**config.mk**
```make
export PLATFORM = sky130hd
export DESIGN_NAME = burst_data_mem
export DESIGN_NICKNAME = d
export VERILOG_FILES = /design/src/rtl/burst_data_mem.sv
export SDC_FILE = /design/constraint.sdc
export NUM_CORES = 1
export LEC_CHECK = 0
export CORE_MARGIN = 4
export CORE_UTILIZATION = 54
export DETAILED_ROUTE_END_ITERATION = 12
export GPL_ROUTABILITY_DRIVEN = 0
export PLACE_DENSITY = 0.83
export SYNTH_ARGS = -nofsm -noshare
export SYNTH_HDL_FRONTEND = slang
export SYNTH_SLANG_ARGS = --single-unit
```
**constraint.sdc**
```tcl
create_clock -name clk -period 2.6 [get_ports clk]
set_input_delay 0.52 -clock clk [delete_from_list [all_inputs] [get_ports clk]]
set_output_delay 0.52 -clock clk [all_outputs]
set_load 0.01 [all_outputs]
```
**src/rtl/burst_data_mem.sv**
```systemverilog
// Burst-read data memory: single-port array with host writes, a burst reader
// that presents one word per FETCH/PRESENT pair, and a whole-array clear.
module burst_data_mem #(
    parameter int unsigned DATA_W = 24,
    parameter int unsigned ADDR_W = 4,
    parameter int unsigned LEN_W  = ADDR_W + 1
) (
    input  logic              clk,
    input  logic              rst_n,
    input  logic              wr_en,
    input  logic [ADDR_W-1:0] wr_addr,
    input  logic [DATA_W-1:0] wr_data,
    input  logic              rd_start,
    input  logic [ADDR_W-1:0] rd_base,
    input  logic [LEN_W-1:0]  rd_len,
    input  logic              rd_ready,
    output logic              rd_valid,
    output logic [DATA_W-1:0] rd_data,
    output logic              rd_last,
    input  logic              clr_start,
    output logic              busy
);

    localparam int unsigned DEPTH = 2 ** ADDR_W;
    localparam logic [ADDR_W-1:0] LastAddr = ADDR_W'(DEPTH - 1);
    localparam logic [LEN_W-1:0] OneLeft = LEN_W'(1);

    typedef enum logic [1:0] {StIdle, StClear, StFetch, StPresent} state_e;

    state_e            state_q, state_d;
    logic [ADDR_W-1:0] addr_q, addr_d;
    logic [ADDR_W-1:0] clr_ptr_q, clr_ptr_d;
    logic [LEN_W-1:0]  cnt_q, cnt_d;
    logic [DATA_W-1:0] rd_data_q;
    logic [DATA_W-1:0] mem [DEPTH];

    // State and burst bookkeeping registers
    always_ff @(posedge clk or negedge rst_n) begin
        if (!rst_n) begin
            state_q   <= StIdle;
            addr_q    <= '0;
            clr_ptr_q <= '0;
            cnt_q     <= '0;
        end else begin
            state_q   <= state_d;
            addr_q    <= addr_d;
            clr_ptr_q <= clr_ptr_d;
            cnt_q     <= cnt_d;
        end
    end

    // Next-state and next burst/clear pointers
    always_comb begin
        state_d   = state_q;
        addr_d    = addr_q;
        clr_ptr_d = clr_ptr_q;
        cnt_d     = cnt_q;
        unique case (state_q)
            StIdle: begin
                if (clr_start) begin
                    state_d   = StClear;
                    clr_ptr_d = '0;
                end else if (rd_start && (rd_len != '0)) begin
                    state_d = StFetch;
                    addr_d  = rd_base;
                    cnt_d   = rd_len;
                end
            end
            StClear: begin
                // Pointer wraps back to 0 on the last word
                clr_ptr_d = clr_ptr_q + 1'b1;
                if (clr_ptr_q == LastAddr) begin
                    state_d = StIdle;
                end
            end
            StFetch: begin
                state_d = StPresent;
            end
            StPresent: begin
                if (rd_ready) begin
                    if (cnt_q == OneLeft) begin
                        state_d = StIdle;
                    end else begin
                        state_d = StFetch;
                        cnt_d   = cnt_q - 1'b1;
                        addr_d  = addr_q + 1'b1;
                    end
                end
            end
            default: state_d = StIdle;
        endcase
    end

    // Outputs decoded from the current state
    always_comb begin
        rd_valid = (state_q == StPresent);
        rd_last  = (state_q == StPresent) && (cnt_q == OneLeft);
        busy     = (state_q != StIdle);
        rd_data  = rd_data_q;
    end

    // Array writes; contents are deliberately not reset
    always_ff @(posedge clk) begin
        if (state_q == StClear) begin
            mem[clr_ptr_q] <= '0;
        end else if (wr_en) begin
            mem[wr_addr] <= wr_data;
        end
    end

    // Synchronous read in FETCH; old contents win over a same-edge write
    always_ff @(posedge clk or negedge rst_n) begin
        if (!rst_n) begin
            rd_data_q <= '0;
        end else if (state_q == StFetch) begin
            rd_data_q <= mem[addr_q];
        end
    end

endmodule

```
---- After elaboration in Yosys (flattened, before gate mapping) ----
Memories as Yosys holds them, arrays and structs flattened. A register that Yosys moved wholly into a read port is not among the register bits.
Index checks and enable logic that the tools add are counted.
Widths: inputs -> output; s select.
word-level totals
  memories kept ........................... 1
  RAM bits ................................ 384
  bits in registers ....................... 15
  logic and storage cells ................. 58
memories
  memory  words  width  rd ports  clocked after memory_dff  write ports  line  RTL
  mem     16     24     1         1                         1            35    logic [DATA_W-1:0] mem [DEPTH];
operators by class
  $add $sub $neg .......................... 3
  equality and inequality tests ........... 12
  reductions and logical operators ........ 12
  mux-type cells .......................... 26
operators with widths
  kind                 number
  $mux 24              1
  $mux 4               6
  $reduce_or 24->1     1
  $mux 5               4
  $pmux 4 s2           2
  $ne 2x2->1 const B   6
  $mux 2               5
  $pmux 5 s2           1
  $add 4x1->4 const B  2
  $pmux 2 s4           1
  $mux 1               6
  $reduce_bool 2->1    3
  $eq 5x1->1 const B   1
  $reduce_and 5->1     1
  $reduce_bool 5->1    1
  $sub 5x1->5 const B  1
  $eq 2x2->1 const B   2
  $eq 4x4->1 const B   1
  $ne 3x3->1 const B   1
  $reduce_and 3->1     1
  $eq 2x1->1 const B   1
  $logic_and 1x1->1    2
  $logic_not 2->1      1
  $reduce_and 2->1     1
  $logic_not 1->1      1

---- Longest topological paths before layout ----
Gate-level depths: netlist (run 1).
  word-level depth ........................ 5
  mapped depth ............................ 7
  gate-level depth less buffers ........... 6

---- Least setup slack after synthesis (run 1) ----
No wires, ideal clock.
  kind .................................... reg2reg
  start ................................... register state_q[1]
  end ..................................... memory mem[0][0], enable pin
  buffers on the path ..................... 3
  data arrival time ....................... 2.334 ns
  library setup time ...................... 0.405 ns
  stages on the path, launching flop included .. 7
  setup slack ............................. -0.138 ns
  data required time ...................... 2.195 ns
  cells stage by stage .................... dfrtp_1 > clkbuf_8 > nand2b_1 > buf_2 > clkbuf_1 > o32a_1 > nor2_1
on the way
  word-level cells in the longest chain between the ends .. 5
  elaborated cells on any way between the ends .. 8
  classes of those cells .................. eq/ne (1); mux (6); reduce/logical (1)
ends and longest elaborated chain
  what                                               line  RTL
  from (decl)                                        30    state_e state_q, state_d;
  from (signal assigned)                             40    state_q <= StIdle;
  from (signal assigned)                             45    state_q <= state_d;
  $eq 2x1->1 (*)                                     104   if (state_q == StClear) begin
  $mux 1                                             104
  $mux 1 (not written as such)                       107   mem[wr_addr] <= wr_data;
  $reduce_or 24->1 (no line)                         n/a
  $mux 4 (no line) / $mux 1 (equally long branches)  n/a
  to (decl)                                          35
Mark *: on every way between the ends. The rest lies on a longest branch, timed or not.

---- Worst setup path in the final report (run 1) ----
  start ................................... register state_q[0]
  end ..................................... output rd_valid
on the way
  word-level cells in the longest chain between the ends .. 1
ends and longest elaborated chain
  what        line  RTL
  $eq 2x2->1  96    rd_valid = (state_q == StPresent);
  to (decl)   17    output logic rd_valid,
Every way passes these cells.

==> summary.txt, run 1 <==
Vias per inst -> 6.162
Post-Syn Area per Cell -> 16.04 sq um
Worst-Skew Late Latency -> 0.54 ns
Yosys top cell area share -> 68.85%
Design Area, Final -> 0.01991 sq mm
Worst r2r src -> addr_q[0]$_DFFE_PN0P_
Iteration-0 DRC Markers -> 1128
CP required -> 2.08 ns
Worst hold path class -> in2async
Fillers -> 2016
Maximum clock frequency -> 407.4 MHz
Worst slew pin tran -> 1.044 ns
Ratio of final minimum period to clock period -> 94.41%
Lkg Pwr -> 7.006 nW
DRT Pass-1 Iters -> 5
Routed wire length per instance -> 24.55 um
Total wire length -> 39.15 mm
Post-synthesis cell type count -> 43
CTS sink count -> 423
DR vias -> 9828
Top post-synthesis cells by area -> edfxtp_1, mux2i_1, dfrtp_1
Synth-to-layout area growth -> 18.89%
Reg-to-reg setup timing slack -> 0.38 ns
Sequential-to-total area share from yosys stat -> 74.68%
CP startpoint kind -> flip-flop
Mapped Area -> 0.01675 sq mm
Hold Vio Cnt, Final -> 0
Root Buffer -> clkbuf_16
Clock Tree Buf Depth -> 3
Final Slew Violations -> 0
Clock transition at the registers of the reported paths -> 0.06 ns
RSZ-0062 raised after global routing -> false
Height of the die -> 184.1 um
CTS H-tree depth -> 2
Core ar. -> 0.03059 sq mm
Yosys warning count -> 0
Worst path bufs/invs -> 3
Min Hold Slack -> 0.5318 ns
# IOs -> 70
# port buffers -> 69
Largest net degree at the start of global routing -> 49
Diode count -> 0
Row count -> 64
Reg2reg end -> rd_data[3]$_DFFE_PN0P_
Global Route Usage Sum -> 23.07%
Cells after synthesis -> 1044
Pwr Density -> 1049 mW/mm^2
VDD IR max -> 553.9 uV
Post-synth top flop -> edfxtp_1
Layout cells sized above 1 -> 13.93%
First-pass GRT wire length -> 59.24 mm
# Max-Cap Violations -> 0
Worst clock skew -> 0.01583 ns
Delay-heaviest family, CP -> buffers and inverters
Antenna violations before repair -> 0
Status -> completed
Synth top cells by count -> edfxtp_1, mux2i_1, nor2_1
Asr flop ratio synth -> 9.220%
CP arrival -> 1.93 ns
Residual DRC count -> 0
Synth area leader -> edfxtp_1
Placed Area -> 0.01863 sq mm
Final Net Count -> 1215
Crit. End Element -> output pin
Number of flops mapped to enable cells by yosys -> 384
Most frequent cell after synthesis -> edfxtp_1
Cells on worst reg2reg path -> 6
Final Setup Violations -> 0
Register area -> 0.01251 sq mm
Vias in the first global route -> 10079
Fin crit period -> 2.455 ns
CTS buffer count -> 39
Max stage delay on crit path -> 0.55 ns
Initial core utilization -> 54.75%
Routed Antenna Nets -> 0
Syn nets -> 1091
Die area -> 0.03390 sq mm
TritonCTS clock tree -> yes
Worst-path maximum fanout -> 12
CP cell instances -> buf_4 -> nand2_2 -> inv_1 -> clkdlybuf4s50_1
Total congestion overflow -> 0
Die X -> 184.1 um
CP max stage cell -> clkdlybuf4s50_1
Dpl hpwl -> 22.49 mm
Critical path class -> reg2out
Rel. slew slack -> 30.10%
Synth Register Bits -> 423
Area occupied by multi-input gates -> 0.004059 sq mm
[cells in the final DEF, fill, tap and decap left out, types with 3 or more instances in the layout]
cell / n
clkinv_1: 3
a21oi_1: 13
clkinvlp_4: 3
ha_1: 4
dfrtp_1: 38
o22ai_1: 72
nor4_1: 24
clkbuf_1: 11
clkbuf_16: 40
nand2_1: 8
buf_4: 53
nor3_1: 50
o22a_1: 5
and3_1: 25
inv_1: 8
nand2b_1: 4
nand3_1: 4
a31oi_1: 8
a41oi_1: 3
clkdlybuf4s50_1: 67
o21ai_0: 6
edfxtp_1: 384
nor2_1: 85
clkinv_2: 7
nor2_4: 16
mux2i_1: 193
buf_12: 23
clkbuf_8: 3
a211oi_1: 3
bufinv_16: 3
[worst reg2reg max path: cells and delay by family, from the launching register on]
| kind | cells | cell delay [ns] |
|---|---|---|
| simple gates | 2 | 0.46 |
| flops | 1 | 0.65 |
| mux | 1 | 0.24 |
| compound gates | 1 | 0.12 |
| buf+inv | 2 | 0.60 |
[power by group]
group / leakage, nW / switching, mW / total [mW] / internal, mW
Combinational: 2.43 / 3.85 / 6.57 / 2.72
Clock: 0.614 / 2.40 / 5.63 / 3.24
Sequential: 3.96 / 0.432 / 8.69 / 8.25
[layer usage]
layer	global-route usage, %	vias to the layer above	part of all wire (%)
li1	-	4326	-
met1	29.89	4944	38
met2	39.60	463	51
met3	3.493	95	7.3
met4	9.051	0	3.7
met5	0	-	0
[cells by family after synthesis]
family / count (synthesis) / synth area share (%)
buf+inv: 71 / 1.905
compound gates: 120 / 4.759
mux: 194 / 11.62
simple gates: 231 / 6.686
fa+ha+maj: 4 / 0.2988
flops: 423 / 74.68
xor+xnor: 1 / 0.05230
[stage by stage]
step | utilization (%) | power (mW) | TNS (ns) | setup slack, ns | std cells
after floorplan | - | 12.77 | -23.62 | -0.1383 | 1044
after global placement | 60.91 | 14.99 | 0 | 0.08800 | 1522
after detailed placement | 60.91 | 15.21 | 0 | 0.05875 | 1522
after CTS | 65.10 | 20.87 | 0 | 0.01416 | 1595
after global routing | 65.09 | 21.72 | 0 | 0.08364 | 1595
final | 65.09 | 20.89 | 0 | 0.1454 | 1595
[what timing repair did]
| item | CTS | global route |
|---|---|---|
| hold buffers | 1 | 0 |
| gates resized for setup | 2 | 3 |
| endpoints found under the setup margin | 1 | 2 |
| setup buffers | 0 | 0 |
| hold endpoints to repair | 13 | 0 |
[final cells by class]
class | instances | area share [%]
Timing Repair Buffer | 146 | 7.779
Clock buffer | 54 | 5.442
Sequential cell | 423 | 62.83
Multi-Input combinational cell | 550 | 20.38
Clock inverter | 18 | 0.9237
Inverter | 8 | 0.1508
Tap cell | 396 | 2.488
[worst max path at each step]
stage	from	end	depth (start not counted)
5_1_grt	cnt_q[1]$_DFFE_PN0P_	rd_last	5
4_1_cts	cnt_q[1]$_DFFE_PN0P_	rd_last	5
3_3_place_gp	wr_en	mem[12][11]$_DFFE_PP_	5
6_report	state_q[0]$_DFFE_PN0P_	rd_valid	4
2_1_floorplan	state_q[1]$_DFFE_PN0P_	mem[0][0]$_DFFE_PP_	6
3_5_place_dp	wr_en	mem[14][7]$_DFFE_PP_	5
[registers in the layout, indices dropped and copies added, names as in the netlist]
signal	flops
mem	384
rd_data	24
cnt_q	5
addr_q	4
clr_ptr_q	4
state_q	2
No activity file was read; power rests on OpenSTA's default activity.
==> inputs of run 2 (changes only) <==
--- a/config.mk
+++ b/config.mk
@@ -6,10 +6,11 @@
 export NUM_CORES = 1
 export LEC_CHECK = 0
 export CORE_MARGIN = 4
-export CORE_UTILIZATION = 54
+export CORE_UTILIZATION = 45
 export DETAILED_ROUTE_END_ITERATION = 12
 export GPL_ROUTABILITY_DRIVEN = 0
-export PLACE_DENSITY = 0.83
+export GPL_TIMING_DRIVEN = 0
+export PLACE_DENSITY = 0.72
 export SYNTH_ARGS = -nofsm -noshare
 export SYNTH_HDL_FRONTEND = slang
 export SYNTH_SLANG_ARGS = --single-unit
==> summary.txt, run 2 (synthesis gave the netlist of run 1 again) <==
Worst clock skew -> 0.02437 ns
WP depth -> 6
DR vias -> 10364
CP arrival -> 2.98 ns
Layout cells sized above 1 -> 15.35%
CP startpoint kind -> flip-flop
TritonCTS clock tree -> yes
Core ar. -> 0.03670 sq mm
Crit. End Element -> flip-flop
Final Setup Violations -> 0
RSZ-0062 raised after global routing -> true
Pwr Density -> 1055 mW/mm^2
Routed Antenna Nets -> 0
Worst setup margin -> 0.01305 ns
CTS sink count -> 423
CP max stage cell -> clkbuf_1
Cells on worst reg2reg path -> 6
Met3 wire length -> 4.090 mm
DRT Pass-1 Iters -> 6
Root Buffer -> clkbuf_16
Largest net degree at the start of global routing -> 25
Height of the die -> 200.9 um
Maximum clock frequency -> 386.6 MHz
Die X -> 200.9 um
Delay-heaviest family, CP -> buffers and inverters
Largest reg by FF count -> mem
Final Slew Violations -> 0
Lkg Pwr -> 7.125 nW
Placed Area -> 0.01823 sq mm
Most frequent cells in the layout -> edfxtp_1, mux2i_1, nor2_1, o22ai_1, clkdlybuf4s50_1
Global Route Usage Sum -> 19.75%
Worst-path maximum fanout -> 10
Vias per inst -> 6.029
Max reg flops -> 384
Worst hold path class -> in2async
Row count -> 70
Worst slew pin tran -> 1.067 ns
# IOs -> 70
Fin crit period -> 2.587 ns
Ratio of final minimum period to clock period -> 99.50%
Final Power -> 21.54 mW
CTS hold repair buffers -> 0
Util after Layout -> 55.63%
DR WL met2 -> 22.75 mm
Min Hold Slack -> 0.004186 ns
Routed wire length per instance -> 26.47 um
Top layer in use -> met4
TNS Setup -> 0 ns
Critical path class -> reg2reg
Residual DRC count -> 0
Initial core utilization -> 45.64%
Max stage delay on crit path -> 0.61 ns
Clock transition at the registers of the reported paths -> 0.07 ns
Dpl cells -> 1585
Post-Place Worst Slack -> -0.5714 ns
Area occupied by multi-input gates -> 0.004279 sq mm
Fillers -> 2699
Synth-to-layout area growth -> 21.88%
Die area -> 0.04037 sq mm
Most common cell after layout, fill and taps aside -> edfxtp_1
Non-filler cells, final -> 1719
CTS H-tree depth -> 2
VDD IR max -> 629.0 uV
CP required -> 3.00 ns
CP cell instances -> or2_2 -> clkbuf_1 -> clkbuf_1 -> o22ai_1 -> nor3_1 -> nor3_1
Design Area, Final -> 0.02041 sq mm
Total wire length -> 45.49 mm
Total congestion overflow -> 0
Register area -> 0.01251 sq mm
Vias in the first global route -> 9609
Final Net Count -> 1266
Hold Vio Cnt, Final -> 0
Diode count -> 0
Antenna violations before repair -> 0
CTS buffer count -> 41
# Max-Cap Violations -> 0
Worst-Skew Late Latency -> 0.55 ns
Dpl hpwl -> 24.18 mm
Iteration-0 DRC Markers -> 1238
Clock Tree Buf Depth -> 3
First-pass GRT wire length -> 59.86 mm
Status -> completed
Worst path bufs/invs -> 2
# port buffers -> 69
Wl on met1 -> 17.27 mm
Rel. slew slack -> 28.87%
==> run 2: where the power goes <==
group	internal (mW)	switching (mW)	leakage [nW]
clock network	3.30	2.45	0.637
registers	8.25	0.365	3.96
logic	2.72	4.46	2.53
total	14.3	7.27	7.13
==> run 2: per-layer routing <==
metal	GRT usage [%]	vias to the layer above
met4	6.981	0
met5	0	-
li1	-	4451
met3	3.037	104
met2	33.75	619
met1	25.90	5190
==> run 2: final timing paths <==
kind | from | end | slack (ns)
max | addr_q[1]$_DFFE_PN0P_ | rd_data[3]$_DFFE_PN0P_ | 0.01
min | rst_n | rd_data[20]$_DFFE_PN0P_ | 0.004
max reg2reg | addr_q[1]$_DFFE_PN0P_ | rd_data[3]$_DFFE_PN0P_ | 0.01
min reg2reg | cnt_q[4]$_DFFE_PN0P_ | cnt_q[4]$_DFFE_PN0P_ | 0.55
max in group asynchronous | rst_n | rd_data[9]$_DFFE_PN0P_ | 2.02
min in group clk | cnt_q[4]$_DFFE_PN0P_ | cnt_q[4]$_DFFE_PN0P_ | 0.55
==> run 2: cell type report <==
cell class	instances	share of cell area (%)
multi-input combinational	563	20.96
clock buffer	53	5.394
tap	468	2.869
timing repair buffer	120	6.963
inverter	8	0.1594
clock inverter	22	0.9317
sequential	423	61.27
buffer	62	1.453
==> run 2: timing repair <==
| item | CTS | global route |
|---|---|---|
| buffers inserted | 9 | 38 |
| cloned | 3 | 10 |
| setup endpoints to repair | 338 | 397 |
| pin swaps | 13 | 21 |
| gates resized for setup | 9 | 37 |
==> inputs of run 3 (changes only) <==
--- a/config.mk
+++ b/config.mk
@@ -5,7 +5,6 @@
 export SDC_FILE = /design/constraint.sdc
 export NUM_CORES = 1
 export LEC_CHECK = 0
-export CORE_MARGIN = 4
 export CORE_UTILIZATION = 45
 export DETAILED_ROUTE_END_ITERATION = 12
 export GPL_ROUTABILITY_DRIVEN = 0
==> summary.txt, run 3 (synthesis gave the netlist of run 1 again) <==
Status -> completed
Core ar. -> 0.03661 sq mm
DRT Pass-1 Iters -> 6
Antenna violations before repair -> 0
Comb pwr share -> 32.8%
Hold Vio Cnt, Final -> 0
Worst setup margin -> 0.01794 ns
Die X -> 194.9 um
Maximum clock frequency -> 387.3 MHz
Lkg Pwr -> 7.077 nW
RSZ-0062 raised after global routing -> true
Worst-path maximum fanout -> 12
Final Slew Violations -> 0
Worst clock skew -> 0.01616 ns
Vias in the first global route -> 9880
First-pass GRT wire length -> 61.21 mm
Worst path bufs/invs -> 2
Largest reg by FF count -> mem
CTS H-tree depth -> 2
Delay-heaviest family, CP -> simple AND/OR/NAND/NOR gates
Switch share -> 33.43%
Worst-Skew Late Latency -> 0.53 ns
Total wire length -> 44.47 mm
Final Power -> 21.27 mW
Fillers -> 2765
Rel. slew slack -> 34.40%
Largest net degree at the start of global routing -> 25
Final Setup Violations -> 0
Max stage delay on crit path -> 0.58 ns
TritonCTS clock tree -> yes
Root Buffer -> clkbuf_16
Vias per inst -> 5.956
CTS buffer count -> 40
# port buffers -> 69
CP required -> 2.77 ns
Worst hold path class -> in2async
TNS Setup -> 0 ns
Most frequent cells in the layout -> edfxtp_1, mux2i_1, nor2_1, o22ai_1, clkdlybuf4s50_1
Most common cell after layout, fill and taps aside -> edfxtp_1
Residual DRC count -> 0
Worst slew pin tran -> 0.9826 ns
Layout cells sized above 1 -> 14.62%
Part of the power in the clock network -> 26.6%
DR vias -> 10202
Dpl hpwl -> 24.17 mm
Clock Tree Buf Depth -> 3
Fin crit period -> 2.582 ns
# IOs -> 70
Row count -> 70
Initial core utilization -> 45.75%
Min Hold Slack -> 0.5139 ns
Area occupied by multi-input gates -> 0.004295 sq mm
Post-Place Worst Slack -> -0.6021 ns
Reg power frac -> 40.5%
Routed Antenna Nets -> 0
Die area -> 0.03799 sq mm
CP arrival -> 2.75 ns
Total congestion overflow -> 0
Ratio of final minimum period to clock period -> 99.31%
Pint -> 14.16 mW
CP max stage cell -> nor2_4
Synth-to-layout area growth -> 21.33%
CP cell instances -> clkbuf_4 -> nand2b_1 -> buf_2 -> nand3b_1 -> o32a_1 -> nor2_4
Critical path class -> reg2reg
# Max-Cap Violations -> 0
Psw -> 7.110 mW
Routed wire length per instance -> 25.96 um
Max reg flops -> 384
Crit. End Element -> flip-flop
Pwr Density -> 1047 mW/mm^2
VDD IR max -> 536.2 uV
Register area -> 0.01251 sq mm
Clock transition at the registers of the reported paths -> 0.06 ns
CTS sink count -> 423
Diode count -> 0
Final Net Count -> 1262
CP startpoint kind -> flip-flop
Global Route Usage Sum -> 22.17%
Iteration-0 DRC Markers -> 1160
Height of the die -> 194.9 um
run 3: layout make-up:
cell class | count | share of cell area, %
Tap cell | 468 | 2.882
Timing Repair Buffer | 116 | 6.650
Sequential cell | 423 | 61.55
Multi-Input combinational cell | 564 | 21.14
Inverter | 8 | 0.1601
Clock buffer | 57 | 5.443
Buffer | 62 | 1.459
Clock inverter | 15 | 0.7204
run 3: path summary, 6_finish.rpt:
check	cells after the start	endpoint	startpoint	slack, ns
max	6	mem[5][5]$_DFFE_PP_	state_q[0]$_DFFE_PN0P_	0.02
min	2	rd_data[3]$_DFFE_PN0P_	rst_n	0.51
max reg2reg	6	mem[5][5]$_DFFE_PP_	state_q[0]$_DFFE_PN0P_	0.02
min reg2reg	1	cnt_q[4]$_DFFE_PN0P_	cnt_q[4]$_DFFE_PN0P_	0.54
max in group asynchronous	3	rd_data[6]$_DFFE_PN0P_	rst_n	1.54
min in group clk	1	cnt_q[4]$_DFFE_PN0P_	cnt_q[4]$_DFFE_PN0P_	0.54
run 3: per-stage QoR:
stage / cell area [sq um] / cells / utilization, %
floorplan: 16760 / 1044 / -
global placement: 18040 / 1581 / 49.28
detailed placement: 18220 / 1584 / 49.75
CTS: 19730 / 1676 / 53.90
global route: 20320 / 1713 / 55.51
finish: 20320 / 1713 / 55.51
run 3: metal layers:
layer  part of all wire (%)  GRT usage (%)
met1                     37          27.70
met2                     50          38.02
met3                    9.0          3.939
met4                    4.0          9.361
met5                      0              0
run 3: power by group through the flow:
stage	Sequential [mW]	Combinational, mW	Clock [mW]
6_report	8.62	6.98	5.67
2_1_floorplan	8.72	4.05	0
4_1_cts	8.62	6.57	5.64
5_1_grt	8.67	7.40	5.93
3_5_place_dp	8.76	6.43	0
3_3_place_gp	8.74	6.24	0
run 3: what timing repair did:
item / CTS / global route
hold buffers: 1 / 0
gates cloned: 8 / 6
gates resized for setup: 13 / 35
buffers inserted: 12 / 31
hold endpoints to repair: 6 / 0
pin swaps: 14 / 19
endpoints found under the setup margin: 386 / 398
